$ cat config.mk
export PLATFORM = sky130hd
export DESIGN_NAME = regfile_wb_ctrl
export DESIGN_NICKNAME = d
export VERILOG_FILES = /design/src/rtl/regfile_wb_ctrl.sv
export SDC_FILE = /design/constraint.sdc
export NUM_CORES = 1
export LEC_CHECK = 0
export BUFFER_PORTS_ARGS = -buffer_cell sky130_fd_sc_hd__buf_2
export CORE_ASPECT_RATIO = 0.9
export CORE_UTILIZATION = 45
export DETAILED_ROUTE_END_ITERATION = 10
export GPL_ROUTABILITY_DRIVEN = 0
export GPL_TIMING_DRIVEN = 0
export HOLD_SLACK_MARGIN = 0.03
export PLACE_DENSITY = 0.62
export SYNTH_ARGS = -nofsm -noshare
export SYNTH_HDL_FRONTEND = slang
export SYNTH_SLANG_ARGS = --single-unit
$ cat constraint.sdc
create_clock -name clk -period 3.2 [get_ports clk]
set_input_delay 0.64 -clock clk [delete_from_list [all_inputs] [get_ports clk]]
set_output_delay 0.64 -clock clk [all_outputs]
set_load 0.1 [all_outputs]
$ cat src/rtl/regfile_wb_ctrl.sv
// regfile_wb_ctrl
// Owns the single write port of the integer register file. Two result
// streams are merged here:
//   - ALU results: single cycle, never stalled, always win the port;
//   - long-latency (load, mul/div) results: buffered in a DEPTH-entry FIFO
//     behind a valid/ready handshake and drained when the ALU leaves the
//     port idle.
// Also keeps a per-register pending scoreboard so that decode can stall on
// registers that are still waiting for a long-latency result.
//
// Ports
//   clk, rst                  clock, synchronous active-high reset
//   alu_v/alu_rd/alu_wd       ALU result stream
//   lsu_v/lsu_rdy/lsu_rd/lsu_wd  long-latency result stream (valid/ready)
//   iss_v/iss_rd              long-latency op issued (sets pending bit)
//   q_ra1/q_ra2, busy1/busy2  scoreboard queries (combinational)
//   we/wa/wd                  register file write port (registered)
module regfile_wb_ctrl #(
    parameter int DEPTH = 4,
    parameter int PTRW  = 2
) (
    input  logic        clk,
    input  logic        rst,
    input  logic        alu_v,
    input  logic [4:0]  alu_rd,
    input  logic [31:0] alu_wd,
    input  logic        lsu_v,
    output logic        lsu_rdy,
    input  logic [4:0]  lsu_rd,
    input  logic [31:0] lsu_wd,
    input  logic        iss_v,
    input  logic [4:0]  iss_rd,
    input  logic [4:0]  q_ra1,
    input  logic [4:0]  q_ra2,
    output logic        busy1,
    output logic        busy2,
    output logic        we,
    output logic [4:0]  wa,
    output logic [31:0] wd
);

    localparam logic [PTRW:0] FULL = DEPTH[PTRW:0];

    logic [4:0]      fifo_rd [DEPTH];
    logic [31:0]     fifo_wd [DEPTH];
    logic [PTRW-1:0] wr_ptr;
    logic [PTRW-1:0] rd_ptr;
    logic [PTRW:0]   count;
    logic [31:0]     pend;

    logic        alu_sel;
    logic        push;
    logic        pop;
    logic [4:0]  head_rd;
    logic [31:0] head_wd;
    logic [31:0] pend_nxt;

    // Ready depends only on registered occupancy, never on lsu_v.
    assign lsu_rdy = !rst && (count != FULL);

    assign head_rd = fifo_rd[rd_ptr];
    assign head_wd = fifo_wd[rd_ptr];

    always_comb begin
        alu_sel = alu_v && (alu_rd != 5'd0);
        // Results for x0 are accepted (handshake completes) but dropped.
        push    = lsu_v && lsu_rdy && (lsu_rd != 5'd0);
        // An ALU write to x0 leaves the port free for the FIFO head.
        pop     = !alu_sel && (count != '0);
    end

    // Clear from the popped head first, then set from issue, so a new issue
    // to the same register on the same edge keeps the bit set.
    always_comb begin
        pend_nxt = pend;
        if (pop)
            pend_nxt[head_rd] = 1'b0;
        if (iss_v && (iss_rd != 5'd0))
            pend_nxt[iss_rd] = 1'b1;
        pend_nxt[0] = 1'b0;
    end

    assign busy1 = pend[q_ra1];
    assign busy2 = pend[q_ra2];

    always_ff @(posedge clk) begin
        if (rst) begin
            we     <= 1'b0;
            wa     <= '0;
            wd     <= '0;
            wr_ptr <= '0;
            rd_ptr <= '0;
            count  <= '0;
            pend   <= '0;
        end else begin
            if (alu_sel) begin
                we <= 1'b1;
                wa <= alu_rd;
                wd <= alu_wd;
            end else if (pop) begin
                we <= 1'b1;
                wa <= head_rd;
                wd <= head_wd;
            end else begin
                we <= 1'b0;
            end

            if (push) begin
                fifo_rd[wr_ptr] <= lsu_rd;
                fifo_wd[wr_ptr] <= lsu_wd;
                wr_ptr          <= wr_ptr + 1'b1;
            end
            if (pop)
                rd_ptr <= rd_ptr + 1'b1;

            case ({push, pop})
                2'b10:   count <= count + 1'b1;
                2'b01:   count <= count - 1'b1;
                default: count <= count;
            endcase

            pend <= pend_nxt;
        end
    end

endmodule

==> reports/qor.yml <==
status: "completed"
dr.pass1.iters: 5
final_layout_size_suffix_gt1_share_pct: 27.3
hold_viol: 0
wl_um: 22800
numCtsBuffers: 23
fillerInstances: 1657
initial_core_util_pct: 46.4
setup_viol: 0
synth_cell_type_count: 46
synth_flop_cell: "edfxtp_1"
worstPathRequired_ns: 2.56
io_buffers: 129
power_leakage_uw: 0.00389
cts.sinks: 226
cts_setup_buffers: 0
ios: 135
placementRows: 49
grt_max_degree: 33
cts_max_level: 1
yosys-top-cells-area: "edfxtp_1, dfxtp_1, mux4_2"
overflow: 0
ant_nets: 0
startpoint_type: "primary input"
placed_cell_area_sq_um: 10400
synth-edff-count: 148
ys_warn_count: 0
cts_tree: "built"
fmax_ghz: 0.324
grtUsageTotal_pct: 21.6
syn_area_sq_um: 9380
drt_iter0_drc: 416
final_nets: 936
antenna_found_initial: 1
synthCells: 678
max-slew-margin-rel_pct: 41.6
wl_per_cell_um: 20.6
dp.cells: 1066
core_sq_um: 20200
cp.arrival_ns: 2.45
cts_resized: 0
worstPathMaxFanout: 7
vias: 6525
fin_crit_ns: 3.09
peakVddDrop_mv: 0.416
synthToLayoutAreaGrowth_pct: 19.5
dp.final_hpwl_um: 16200
power.density_nw_per_um2: 685
design_area_sq_um: 11200
die_width_um: 154
holdCritPathClass: "primary input to register"
synth.top_cell.area_share_pct: 47.4
fin_cells: 1108
crit_type: "primary input to output pin"
fin_skew_ns: 0.00899
cts-root-buf: "clkbuf_16"
fin_crit_sh_pct: 96.5
crit_path_end_kind: "output pin"
grt_pass1_wl_um: 35600
async_reset_ff_share_pct: 0
grt_setup_unrepaired: "no"
ctsHoldBuffers: 0
drc: 0
ys_seq_area_share_pct: 64.0
syn_nets: 778
avgSynthCellArea_sq_um: 13.8
vias_per_cell: 5.89
maxSlewViolCount: 0
worstSkewPairLatency_ns: 0.51
yosysTopAreaCell: "edfxtp_1"
grt_pass1_vias: 6434
clockBufferDepth: 3
dieArea_sq_um: 21400
cap_violations: 0
clkSlewWorstSetupHoldPaths_ns: 0.06
tightestPinTransition_ns: 0.865
ys_ff_latch: 226
die_h_um: 139
[routing by layer]
metal | up-vias | wire length, um | GRT usage (%)
li1 | 2962 | - | -
met2 | 249 | 11400 | 37.2
met1 | 3267 | 9240 | 28.0
met5 | - | 13 | 0
met4 | 2 | 604 | 6.26
met3 | 45 | 1550 | 3.94
[final timing paths]
check              from        endpoint  slack (ns)  cells past startpoint
max reg2reg    count[2]        count[2]        0.57                     10
min reg2reg    pend[10]        pend[10]        0.48                      2
min          lsu_wd[23]  fifo_wd[0][23]        0.35                      1
max            q_ra1[2]           busy1        0.11                      6
[cell usage after synthesis (all sizes together) (2+ instances only)]
| cell type | instances |
|---|---|
| o31ai | 3 |
| a32oi | 2 |
| nor4bb | 2 |
| xor2 | 3 |
| a21oi | 38 |
| nand3b | 3 |
| a311oi | 37 |
| o21ai | 3 |
| or3 | 3 |
| nand3 | 11 |
| and2 | 2 |
| nor2b | 2 |
| buf | 11 |
| and3 | 6 |
| o41ai | 30 |
| nor3 | 2 |
| nand4 | 4 |
| mux2 | 2 |
| clkbuf | 39 |
| nor2 | 52 |
| dfxtp | 78 |
| inv | 9 |
| nor3b | 5 |
| ha | 5 |
| mux2i | 13 |
| o211ai | 2 |
| edfxtp | 148 |
| nand2b | 4 |
| mux4 | 48 |
| nand2 | 98 |
[where the power goes]
part | switching, uW | total (uW) | internal, uW
registers | 69.4 | 3320 | 3250
clock network | 1080 | 2710 | 1630
logic | 1230 | 1650 | 425
total | 2370 | 7680 | 5310
[layout make-up]
class	count	area [sq um]	share of cell area, %
Inverter	9	33.8	0.301
Clock buffer	31	636	5.67
Multi-Input combinational cell	393	3140	28.0
Tap cell	255	319	2.85
Clock inverter	10	126	1.13
Buffer	50	221	1.98
Antenna cell	1	2.50	0.0223
Sequential cell	226	6010	53.6
Timing Repair Buffer	133	726	6.47
[registers in the layout, summed over array words and instances, names as in the netlist, named ones only]
register / flops
wd: 32
pend: 31
we: 1
rd_ptr: 2
fifo_rd: 20
wr_ptr: 2
wa: 5
fifo_wd: 128
count: 3
[cells by family (layout without fill, tap and decap cells)]
kind of cell	Yosys count	after routing	synth area share, %
DFF	226	226	64.0
and+or+nand+nor	199	199	9.39
AOI/OAI and AO/OA	121	121	9.56
muxes	63	63	13.2
buffers and inverters	59	233	2.60
adders and majority gates	6	6	0.880
xor gates and xnor gates	4	4	0.373
other	0	1	0
[through the flow]
stage	TNS (ns)	setup slack [ns]	power (uW)	hold slack [ns]	util [%]
6_report	0	0.113	7680	0.348	55.4
5_1_grt	0	0.0359	7970	0.340	55.4
4_1_cts	0	0.0767	7720	0.338	55.4
3_5_place_dp	0	0.0767	5040	0.468	51.6
3_3_place_gp	-54.43	-0.375	5000	0.469	51.2
2_1_floorplan	0	0.0361	4590	0.449	-
[layout by cell type (no fill, tap or decap), types with 4 or more instances in the layout]
master and count:
a21oi_1 38, a311oi_1 37, and3_2 4, buf_12 4
buf_2 135, clkbuf_1 42, clkbuf_16 23, clkbuf_8 4
clkinv_2 4, dfxtp_1 78, edfxtp_1 148, ha_1 5
inv_1 9, mux2i_1 13, mux4_2 47, nand2_1 98
nand2b_1 4, nand3_1 11, nand4_1 4, nor2_1 52
nor3b_1 5, o41ai_1 30
[critical path, cell delays in order]
cell and delay (ns):
clkbuf_1 0.37, mux4_2 0.56, mux2i_1 0.21, mux2i_1 0.11, mux2_2 0.26, buf_2 0.29
(Power assumes the default switching activity.)
